File: src/rtl/usr_pkg.sv
// Shared types and defaults for the universal shift register.
package usr_pkg;

    typedef enum logic [1:0] {
        USR_HOLD = 2'b00,
        USR_SHR  = 2'b01,
        USR_SHL  = 2'b10,
        USR_LOAD = 2'b11
    } usr_mode_t;

    localparam int unsigned USR_DEFAULT_WIDTH = 4;

endpackage : usr_pkg

File: src/rtl/usr_bit_cell.sv
// One register bit: 4:1 mode mux (hold / right shift / left shift / load) feeding a flop with synchronous active-low clear.
module usr_bit_cell
    import usr_pkg::*;
(
    input  logic      clc,
    input  logic      clear,
    input  usr_mode_t mode,
    input  logic      shr_src,
    input  logic      shl_src,
    input  logic      par_bit,
    output logic      q
);

    logic d;

    // Unknown or hold mode keeps the current value
    always_comb begin
        d = q;
        case (mode)
            USR_HOLD: d = q;
            USR_SHR:  d = shr_src;
            USR_SHL:  d = shl_src;
            USR_LOAD: d = par_bit;
            default:  d = q;
        endcase
    end

    always_ff @(posedge clc) begin
        if (!clear) begin
            q <= 1'b0;
        end else begin
            q <= d;
        end
    end

endmodule : usr_bit_cell

File: src/rtl/univ_shift_reg.sv
// Universal shift register: hold, shift right, shift left or parallel load per cycle.
// Optional USR_ROTATE_EN adds a rotate input that closes the shift path end-to-end.
module univ_shift_reg
    import usr_pkg::*;
#(
    parameter int unsigned WIDTH = USR_DEFAULT_WIDTH
) (
    input  logic             clc,
    input  logic             clear,
    input  logic             left_in,
    input  logic             right_in,
    input  logic [WIDTH-1:0] par_in,
    input  logic [1:0]       sel,
`ifdef USR_ROTATE_EN
    input  logic             rotate,
`endif
    output logic [WIDTH-1:0] out
);

    localparam int MSB = int'(WIDTH) - 1;

    usr_mode_t        mode;
    logic [WIDTH-1:0] q;
    logic             shr_msb;
    logic             shl_lsb;

    assign mode = usr_mode_t'(sel);

    // Boundary sources: serial inputs, or the opposite end when rotating
`ifdef USR_ROTATE_EN
    assign shr_msb = rotate ? q[0]   : right_in;
    assign shl_lsb = rotate ? q[MSB] : left_in;
`else
    assign shr_msb = right_in;
    assign shl_lsb = left_in;
`endif

    for (genvar i = 0; i <= MSB; i++) begin : g_bit
        logic shr_src;
        logic shl_src;

        if (i == MSB) begin : g_msb
            assign shr_src = shr_msb;
        end else begin : g_mid_r
            assign shr_src = q[i+1];
        end

        if (i == 0) begin : g_lsb
            assign shl_src = shl_lsb;
        end else begin : g_mid_l
            assign shl_src = q[i-1];
        end

        usr_bit_cell u_cell (
            .clc     (clc),
            .clear   (clear),
            .mode    (mode),
            .shr_src (shr_src),
            .shl_src (shl_src),
            .par_bit (par_in[i]),
            .q       (q[i])
        );
    end

    assign out = q;

endmodule : univ_shift_reg

File: config.mk
export PLATFORM = sky130hd
export DESIGN_NAME = univ_shift_reg
export DESIGN_NICKNAME = d
export VERILOG_FILES = /design/src/rtl/usr_pkg.sv /design/src/rtl/usr_bit_cell.sv /design/src/rtl/univ_shift_reg.sv
export SDC_FILE = /design/constraint.sdc
export NUM_CORES = 1
export LEC_CHECK = 0
export BUFFER_PORTS_ARGS = -buffer_cell sky130_fd_sc_hd__buf_2
export CAP_MARGIN = 20
export CELL_PAD_IN_SITES_DETAIL_PLACEMENT = 0
export CELL_PAD_IN_SITES_GLOBAL_PLACEMENT = 2
export CORE_UTILIZATION = 18
export CTS_CLUSTER_SIZE = 40
export DETAILED_ROUTE_END_ITERATION = 7
export PLACE_DENSITY_LB_ADDON = 0.1
export SYNTH_ARGS = -nofsm -noshare
export SYNTH_HDL_FRONTEND = slang
export SYNTH_SLANG_ARGS = --single-unit
File: constraint.sdc
create_clock -name clc -period 0.8 [get_ports clc]
set_input_delay 0.2 -clock clc [delete_from_list [all_inputs] [get_ports clc]]
set_output_delay 0.2 -clock clc [all_outputs]
set_load 0.1 [all_outputs]
==> flow_summary.json, run 1 <==
{
  "status": "finished, violations left",
  "violations": "setup timing",
  "end_kind": "primary output",
  "synthTopCellsByCount": "8 x mux2i_1, 4 x buf_4, 4 x dfxtp_1, 4 x o22ai_1",
  "p_per_area_nw_per_um2": 1790,
  "die_y_um": 38.2,
  "h-tree-depth": 1,
  "slew_viol_final": 0,
  "slowest_stage": "dfxtp_4",
  "viasPerCell": 4.13,
  "tightest_slew_ns": 0.227,
  "grt_pass1_vias": 220,
  "cap_violations": 0,
  "finalCoreUtilization_pct": 34.8,
  "num_rows": 12,
  "final_area_um2": 403,
  "ff2ff_path_depth": 3,
  "min_path_type": "in2reg",
  "cts_buffer_depth": 2,
  "crit_required_ns": 0.60,
  "drc": 0,
  "finalSetupViolCount": 7,
  "n_antenna_cell": 0,
  "syn_inst": 23,
  "worstPathCellList": "buf_12",
  "syn_area_um2": 236,
  "fin_nets": 50,
  "fmax_mhz": 1050,
  "fin_setup_tns_ns": -0.651,
  "routabilityCongestion": 0.659,
  "largestRegisters": "g_bit.u_cell.q (4)",
  "placed_area_um2": 338,
  "dieWidth_um": 38.2,
  "die_area_um2": 1460,
  "fp.coreArea_um2": 1160,
  "cts_sinks": 4,
  "io_buffers": 13,
  "grt_antenna_before_repair": 0,
  "clkLatencyLatePin_ns": 0.24,
  "firstDrtPassIters": 2,
  "hold_ws_ns": 0.235,
  "fin_cells": 52,
  "critPathMaxFanout": 2,
  "synth_ff_type": "dfxtp_1",
  "r2r_setup_slack_ns": -0.03,
  "rsz0062_at_grt": "yes",
  "synth_nets": 33,
  "post-synth-top-count-cell": "mux2i_1",
  "maxSlewHeadroom_pct": 84.9,
  "fin_crit_ns": 0.954,
  "async_flop_share_pct": 0,
  "clk_pin_slew_ns": 0.04,
  "hpwl_um": 379,
  "crit_path_start_kind": "register",
  "whs_path_depth": 3,
  "cts_hold_buf": 0,
  "synth_edf_count": 0,
  "synth_top_cell_by_area": "dfxtp_1",
  "yosys_register_bits": 4,
  "hold_end": "g_bit[1].u_cell.q$_SDFFE_PN0P_",
  "largest_reg_flops": 4,
  "yosysWarnings": 0,
  "fin_crit_sh_pct": 119,
  "synth_top_area_share_pct": 33.9,
  "reg2reg_to": "g_bit[0].u_cell.q$_SDFFE_PN0P_",
  "drtIter0Drc": 1,
  "grt_first_pass_wirelength_um": 931,
  "synth.distinct_cells": 7,
  "routedWlPerCell_um": 10.0,
  "reg2reg_from": "g_bit[1].u_cell.q$_SDFFE_PN0P_",
  "top_register": "g_bit.u_cell.q",
  "grt_usage_pct": 9.73,
  "grt_max_degree": 9,
  "ant_nets": 0,
  "arrival_ns": 0.75,
  "avgSynthCellArea_um2": 10.3,
  "vias": 215,
  "initial_core_util_pct": 20.5,
  "crit_family": "flip-flops",
  "ys_seq_area_share_pct": 33.9,
  "fin_skew_ns": 0.00569,
  "finalHoldViolations": 0,
  "layout_setup_ws_ns": -0.154,
  "crit_type": "reg2out",
  "pin_count": 14,
  "hold_start": "par_in[1]",
  "peakVddDrop_uv": 828,
  "areaGrowthSynthToFinish_pct": 70.4,
  "drive_gt1_share_pct": 63.2,
  "cts-root-buf": "clkbuf_4",
  "drt-total-wl_um": 522,
  "fill_cells": 122,
  "slowest_delay_ns": 0.35,
  "dpl.cell_count": 45,
  "cts_tree": "yes",
  "p_leak_uw": 0.000193,
  "critPathBufInv": 1,
  "netlist_top_cells_area": "dfxtp_1 34%, mux2i_1 34%, buf_4 13%",
  "numCtsBuffers": 3,
  "grt-ovfl-total": 0
}
-- what timing repair did --
item	in CTS	in global routing
pin swaps	3	0
resized for setup	7	0
buffers inserted	4	0
gates cloned	0	0
setup endpoints to repair	4	8
-- cell usage in the layout, fill, tap and decap left out, drive strengths merged --
| cell type | netlist | layout |
|---|---|---|
| buf | 5 | 17 |
| clkbuf | 0 | 3 |
| dfxtp | 4 | 4 |
| mux2i | 8 | 8 |
| nand2 | 1 | 1 |
| nand2b | 1 | 1 |
| o22ai | 4 | 4 |
-- kinds of logic (layout without fill, tap and decap cells) --
kind of cell | after synthesis | in the layout | share of synthesized area [%]
compound gates | 4 | 4 | 10.6
mux | 8 | 8 | 33.9
simple gates | 2 | 2 | 4.23
flops | 4 | 4 | 33.9
buf+inv | 5 | 20 | 17.5
-- power by group --
part	total [uW]	switching, uW	leakage (uW)	internal, uW
clock network	255	86.6	0.0000138	168
registers	225	13.3	0.0000353	211
logic	242	138	0.000144	104
total	721	237	0.000193	484
-- per-stage QoR --
| step | total power [uW] | setup WS [ns] |
|---|---|---|
| 2_1_floorplan | 399 | 0.0171 |
| 3_3_place_gp | 454 | -0.0809 |
| 3_5_place_dp | 454 | -0.0724 |
| 4_1_cts | 733 | -0.163 |
| 5_1_grt | 758 | -0.171 |
| 6_report | 721 | -0.154 |
-- per-layer routing --
layer / track usage, % / wire, um / up-vias
met2: 11.9 / 213 / 12
met5: 0 / 0 / -
li1: - / - / 113
met4: 2.68 / 0 / 0
met3: 8.72 / 78 / 0
met1: 12.1 / 230 / 90
-- area by class of cell --
| cell class | count | area, um2 | area share [%] |
|---|---|---|---|
| clock buffer | 3 | 22.5 | 5.59 |
| multi-input combinational | 14 | 115 | 28.6 |
| sequential | 4 | 92.6 | 23.0 |
| tap | 14 | 17.5 | 4.35 |
| timing repair buffer | 17 | 155 | 38.5 |
-- worst max-delay path by stage --
stage,end,cells past startpoint,slack [ns],startpoint
3_5_place_dp,g_bit[3].u_cell.q$_SDFFE_PN0P_,3,-0.07,sel[0]
4_1_cts,out[0],1,-0.16,g_bit[0].u_cell.q$_SDFFE_PN0P_
5_1_grt,out[1],1,-0.17,g_bit[1].u_cell.q$_SDFFE_PN0P_
6_report,out[1],1,-0.15,g_bit[1].u_cell.q$_SDFFE_PN0P_
3_3_place_gp,g_bit[2].u_cell.q$_SDFFE_PN0P_,3,-0.08,sel[0]
2_1_floorplan,out[1],1,0.02,g_bit[1].u_cell.q$_SDFFE_PN0P_
Note: power is estimated with default switching activity, not from simulation.
==> inputs of run 2 (changes only) <==
- CORE_MARGIN: unset -> 3
==> run 2 against run 1 <==
Effect of this change: clock power is 2% higher; the flow still finishes with violations (setup timing); register-to-register slack better by 0.03 ns; largest cell class unchanged; largest power group unchanged; setup slack got worse by 0.0078 ns.
==> flow_summary.json, run 2 (synthesized netlist as in run 1, its figures left out) <==
{
  "slowest_delay_ns": 0.35,
  "n_antenna_cell": 0,
  "io_buffers": 13,
  "drive_gt1_share_pct": 63.2,
  "dieWidth_um": 42.2,
  "drt-total-wl_um": 541,
  "final_area_um2": 408,
  "die_area_um2": 1780,
  "internal_power_uw": 489,
  "hpwl_um": 392,
  "crit_family": "flip-flops",
  "status": "finished, violations left",
  "fin_nets": 50,
  "grt_max_degree": 9,
  "crit_type": "reg2out",
  "cts_tree": "yes",
  "cts_hold_buf": 0,
  "grt-ovfl-total": 0,
  "fmax_mhz": 1040,
  "violations": "setup timing",
  "drtIter0Drc": 0,
  "grt_first_pass_wirelength_um": 972,
  "crit_required_ns": 0.60,
  "grt_antenna_before_repair": 0,
  "p_clk_share_pct": 35.5,
  "p_sw_uw": 242,
  "numCtsBuffers": 3,
  "fp.coreArea_um2": 1170,
  "fill_cells": 126,
  "combPwrFrac_pct": 33.5,
  "firstDrtPassIters": 1,
  "cts_buffer_depth": 2,
  "ant_nets": 0,
  "placed_area_um2": 338,
  "largestRegisters": "g_bit.u_cell.q (4)",
  "peakVddDrop_uv": 644,
  "areaGrowthSynthToFinish_pct": 72.5,
  "multi_input_comb_area_um2": 115,
  "routabilityCongestion": 0.696,
  "cts_sinks": 4,
  "h-tree-depth": 1,
  "viasPerCell": 4.08,
  "finalSetupViolCount": 6,
  "layout_setup_ws_ns": -0.162,
  "final_cell_mix": "9 x buf_2, 8 x mux2i_1, 4 x o22ai_1, 4 x buf_12, 3 x clkbuf_4",
  "p_per_area_nw_per_um2": 1790,
  "routedWlPerCell_um": 10.4,
  "finalHoldViolations": 0,
  "top_register": "g_bit.u_cell.q",
  "cap_violations": 0,
  "rsz0062_at_grt": "yes",
  "min_path_type": "in2reg",
  "hold_ws_ns": 0.234,
  "grt_pass1_vias": 221,
  "clkLatencyLatePin_ns": 0.24,
  "num_rows": 12,
  "worstPathCellList": "buf_12",
  "largest_reg_flops": 4,
  "critPathBufInv": 1,
  "end_kind": "primary output",
  "slowest_stage": "dfxtp_4",
  "fin_crit_ns": 0.962,
  "tightest_slew_ns": 0.225,
  "finalCoreUtilization_pct": 34.8,
  "fin_skew_ns": 0.00426,
  "drc": 0,
  "pwr-share-seq_pct": 31.1,
  "grt_usage_pct": 7.92,
  "fin_setup_tns_ns": -0.641,
  "pin_count": 14,
  "arrival_ns": 0.76,
  "power.total_uw": 731,
  "p_leak_uw": 0.000194,
  "final_common_cell": "buf_2",
  "die_y_um": 42.2,
  "vias": 212,
  "swShare_pct": 33.2,
  "crit_path_start_kind": "register",
  "regArea_um2": 90.1,
  "initial_core_util_pct": 20.2,
  "r2r_setup_slack_ns": 0,
  "maxSlewHeadroom_pct": 85.0,
  "cts-root-buf": "clkbuf_4",
  "clk_pin_slew_ns": 0.04,
  "slew_viol_final": 0,
  "critPathMaxFanout": 2,
  "fin_crit_sh_pct": 120
}
-- run 2: changes by cell type in the layout (fill, tap and decap cells not counted) --
| cell | change |
|---|---|
| buf_6 | +2 |
| dfxtp_2 | +1 |
| dfxtp_4 | -1 |
| buf_4 | -2 |
-- run 2: power groups by stage --
stage | Clock, uW | Sequential (uW) | Combinational, uW
after floorplan | 0 | 227 | 172
after global placement | 0 | 235 | 219
after detailed placement | 0 | 235 | 219
after CTS | 277 | 226 | 243
after global routing | 307 | 229 | 257
final | 259 | 227 | 245
-- run 2: final cells by class --
cell class / instances / area share [%]
repair buffers: 17 / 39.9
flip-flops and latches: 4 / 22.1
clock buffers: 3 / 5.52
multi-input cells: 14 / 28.2
well taps: 14 / 4.29
-- run 2: per-stage QoR --
step / setup slack, ns / std cells
6_report: -0.162 / 52
5_1_grt: -0.204 / 52
4_1_cts: -0.173 / 52
3_5_place_dp: -0.0699 / 45
3_3_place_gp: -0.0697 / 45
2_1_floorplan: 0.0171 / 23
-- run 2: routing by layer --
layer | vias up | wire length (um) | global-route usage [%]
met5 | - | 0 | 0
met4 | 0 | 0 | 7.45
met3 | 0 | 57 | 7.30
met2 | 10 | 242 | 10.0
met1 | 90 | 240 | 7.32
li1 | 112 | - | -
-- run 2: path summary, 6_finish.rpt --
| kind | startpoint | to | cells past startpoint |
|---|---|---|---|
| setup reg to reg | g_bit[3].u_cell.q$_SDFFE_PN0P_ | g_bit[3].u_cell.q$_SDFFE_PN0P_ | 3 |
| setup / recovery | g_bit[2].u_cell.q$_SDFFE_PN0P_ | out[2] | 1 |
| hold / removal | par_in[1] | g_bit[1].u_cell.q$_SDFFE_PN0P_ | 3 |
| hold reg to reg | g_bit[2].u_cell.q$_SDFFE_PN0P_ | g_bit[2].u_cell.q$_SDFFE_PN0P_ | 3 |
-- run 2: what timing repair did --
action	in CTS	in global routing
setup endpoints to repair	4	8
endpoints found under the hold margin	0	0
pin swaps	3	1
cloned	0	0
resized for setup	6	2
setup buffers	4	0
==> inputs of run 3 (changes only) <==
- PLACE_DENSITY: unset -> 0.75
- PLACE_DENSITY_LB_ADDON: 0.1 -> unset
==> run 3 against run 2 <==
Effect of this change: critical path type unchanged; highest routed layer unchanged; combinational power is essentially flat; the run still ends with setup timing left; count of clock-buffer cells in the layout stayed put; global-route usage shrank 1.1 points; clock skew is 0.0024 ns higher; final area fell by 0.92%; setup slack better by 0.0042 ns; clock power decreased by 7%; via count shrank 2.8%.
==> flow_summary.json, run 3 (synthesized netlist as in run 1, its figures left out) <==
{
  "status": "finished, violations left",
  "violations": "setup timing",
  "crit_path_start_kind": "register",
  "die_area_um2": 1780,
  "end_kind": "primary output",
  "rsz0062_at_grt": "yes",
  "slowest_stage": "dfxtp_2",
  "fmax_mhz": 1040,
  "critical_path_depth": 1,
  "reg2reg_to": "g_bit[1].u_cell.q$_SDFFE_PN0P_",
  "peakVddDrop_uv": 455,
  "routabilityCongestion": 0.732,
  "grt_pass1_vias": 215,
  "h-tree-depth": 1,
  "p_clk_share_pct": 33.9,
  "tightest_slew_ns": 0.221,
  "firstDrtPassIters": 4,
  "dpl.cell_count": 45,
  "crit_type": "reg2out",
  "drtIter0Drc": 6,
  "worstPathCellList": "buf_12",
  "arrival_ns": 0.76,
  "initial_core_util_pct": 20.2,
  "startpoint": "g_bit[0].u_cell.q$_SDFFE_PN0P_",
  "critPathBufInv": 1,
  "cts_buffer_depth": 2,
  "power.total_uw": 710,
  "numCtsBuffers": 3,
  "io_buffers": 13,
  "final_common_cell": "buf_2",
  "grt_antenna_before_repair": 0,
  "finalCoreUtilization_pct": 34.5,
  "worstSetupEndpoint": "out[0]",
  "largest_reg_flops": 4,
  "cts-root-buf": "clkbuf_4",
  "cap_violations": 0,
  "pin_count": 14,
  "viasPerCell": 3.96,
  "dieWidth_um": 42.2,
  "internal_power_uw": 486,
  "num_rows": 12,
  "grt-ovfl-total": 0,
  "fin_crit_ns": 0.958,
  "crit_family": "flip-flops",
  "finalSetupViolCount": 6,
  "reg2reg_from": "g_bit[2].u_cell.q$_SDFFE_PN0P_",
  "routedWlPerCell_um": 9.77,
  "grt_usage_pct": 6.78,
  "clkLatencyLatePin_ns": 0.23,
  "whs_path_depth": 3,
  "fin_crit_sh_pct": 120,
  "slowest_delay_ns": 0.35,
  "min_path_type": "in2reg",
  "p_leak_uw": 0.000193,
  "n_antenna_cell": 0,
  "vias": 206,
  "fill_cells": 128,
  "pwr-share-seq_pct": 32.0,
  "fin_setup_tns_ns": -0.606,
  "ff2ff_path_depth": 3,
  "maxSlewHeadroom_pct": 85.3,
  "layout_setup_ws_ns": -0.158,
  "fin_nets": 50,
  "critPathMaxFanout": 2,
  "clk_pin_slew_ns": 0.04,
  "fp.coreArea_um2": 1170,
  "post-place-ws_ns": -0.0668,
  "grt_first_pass_wirelength_um": 869,
  "slew_viol_final": 0,
  "p_per_area_nw_per_um2": 1760,
  "grt_max_degree": 9,
  "die_y_um": 42.2,
  "largestRegisters": "g_bit.u_cell.q (4)",
  "cts_sinks": 4,
  "areaGrowthSynthToFinish_pct": 70.9,
  "final_cell_mix": "9 x buf_2, 8 x mux2i_1, 4 x o22ai_1, 4 x buf_12",
  "crit_required_ns": 0.60,
  "fin_skew_ns": 0.00665,
  "p_sw_uw": 224,
  "ant_nets": 0,
  "cts_hold_buf": 0,
  "fin_cells": 52,
  "combPwrFrac_pct": 34.1,
  "finalHoldViolations": 0,
  "swShare_pct": 31.6,
  "drive_gt1_share_pct": 63.2,
  "drc": 0,
  "cts_tree": "yes",
  "top_register": "g_bit.u_cell.q",
  "r2r_setup_slack_ns": -0.01,
  "drt-total-wl_um": 508
}
[run 3: cell counts in the layout (fill, tap and decap cells not counted)]
No cell type changed its count.
[run 3: timing repair]
action / 4_1_cts / 5_1_grt
gates resized for setup: 7 / 0
endpoints found under the setup margin: 4 / 8
buffers inserted: 4 / 0
pin swaps: 3 / 0
[run 3: layout make-up]
type	count	area [um2]	area share, %
repair buffers	17	159	39.3
multi-input cells	14	115	28.5
flip-flops and latches	4	90.1	22.3
clock buffers	3	22.5	5.57
well taps	14	17.5	4.33
[run 3: how the worst min path moves through the flow]
stage	from	to	slack [ns]
3_5_place_dp	par_in[1]	g_bit[1].u_cell.q$_SDFFE_PN0P_	0.49
6_report	par_in[3]	g_bit[3].u_cell.q$_SDFFE_PN0P_	0.25
4_1_cts	par_in[1]	g_bit[1].u_cell.q$_SDFFE_PN0P_	0.25
5_1_grt	par_in[3]	g_bit[3].u_cell.q$_SDFFE_PN0P_	0.28
2_1_floorplan	par_in[1]	g_bit[1].u_cell.q$_SDFFE_PN0P_	0.37
3_3_place_gp	par_in[1]	g_bit[1].u_cell.q$_SDFFE_PN0P_	0.47
[run 3: tightest hold or removal path, stage by stage]
cell and delay [ns]:
buf_2 0.07, mux2i_1 0.06, o22ai_1 0.10
[run 3: metrics by stage]
stage / area [um2] / hold slack (ns)
after CTS: 404 / 0.249
after detailed placement: 338 / 0.490
final: 404 / 0.251
after floorplan: 251 / 0.373
after global routing: 404 / 0.279
after global placement: 338 / 0.474
[run 3: per-layer routing]
layer	global-route usage, %	up-vias	part of all wire, %
li1	-	111	-
met1	6.80	84	38
met2	9.12	11	48
met3	3.86	0	14
met4	7.45	0	0
met5	0	-	0
[run 3: power groups by stage]
stage               Combinational, uW  Clock (uW)  Sequential [uW]
floorplan                         172           0              227
global placement                  218           0              234
detailed placement                218           0              235
CTS                               243         258              228
global route                      255         272              228
finish                            242         241              227
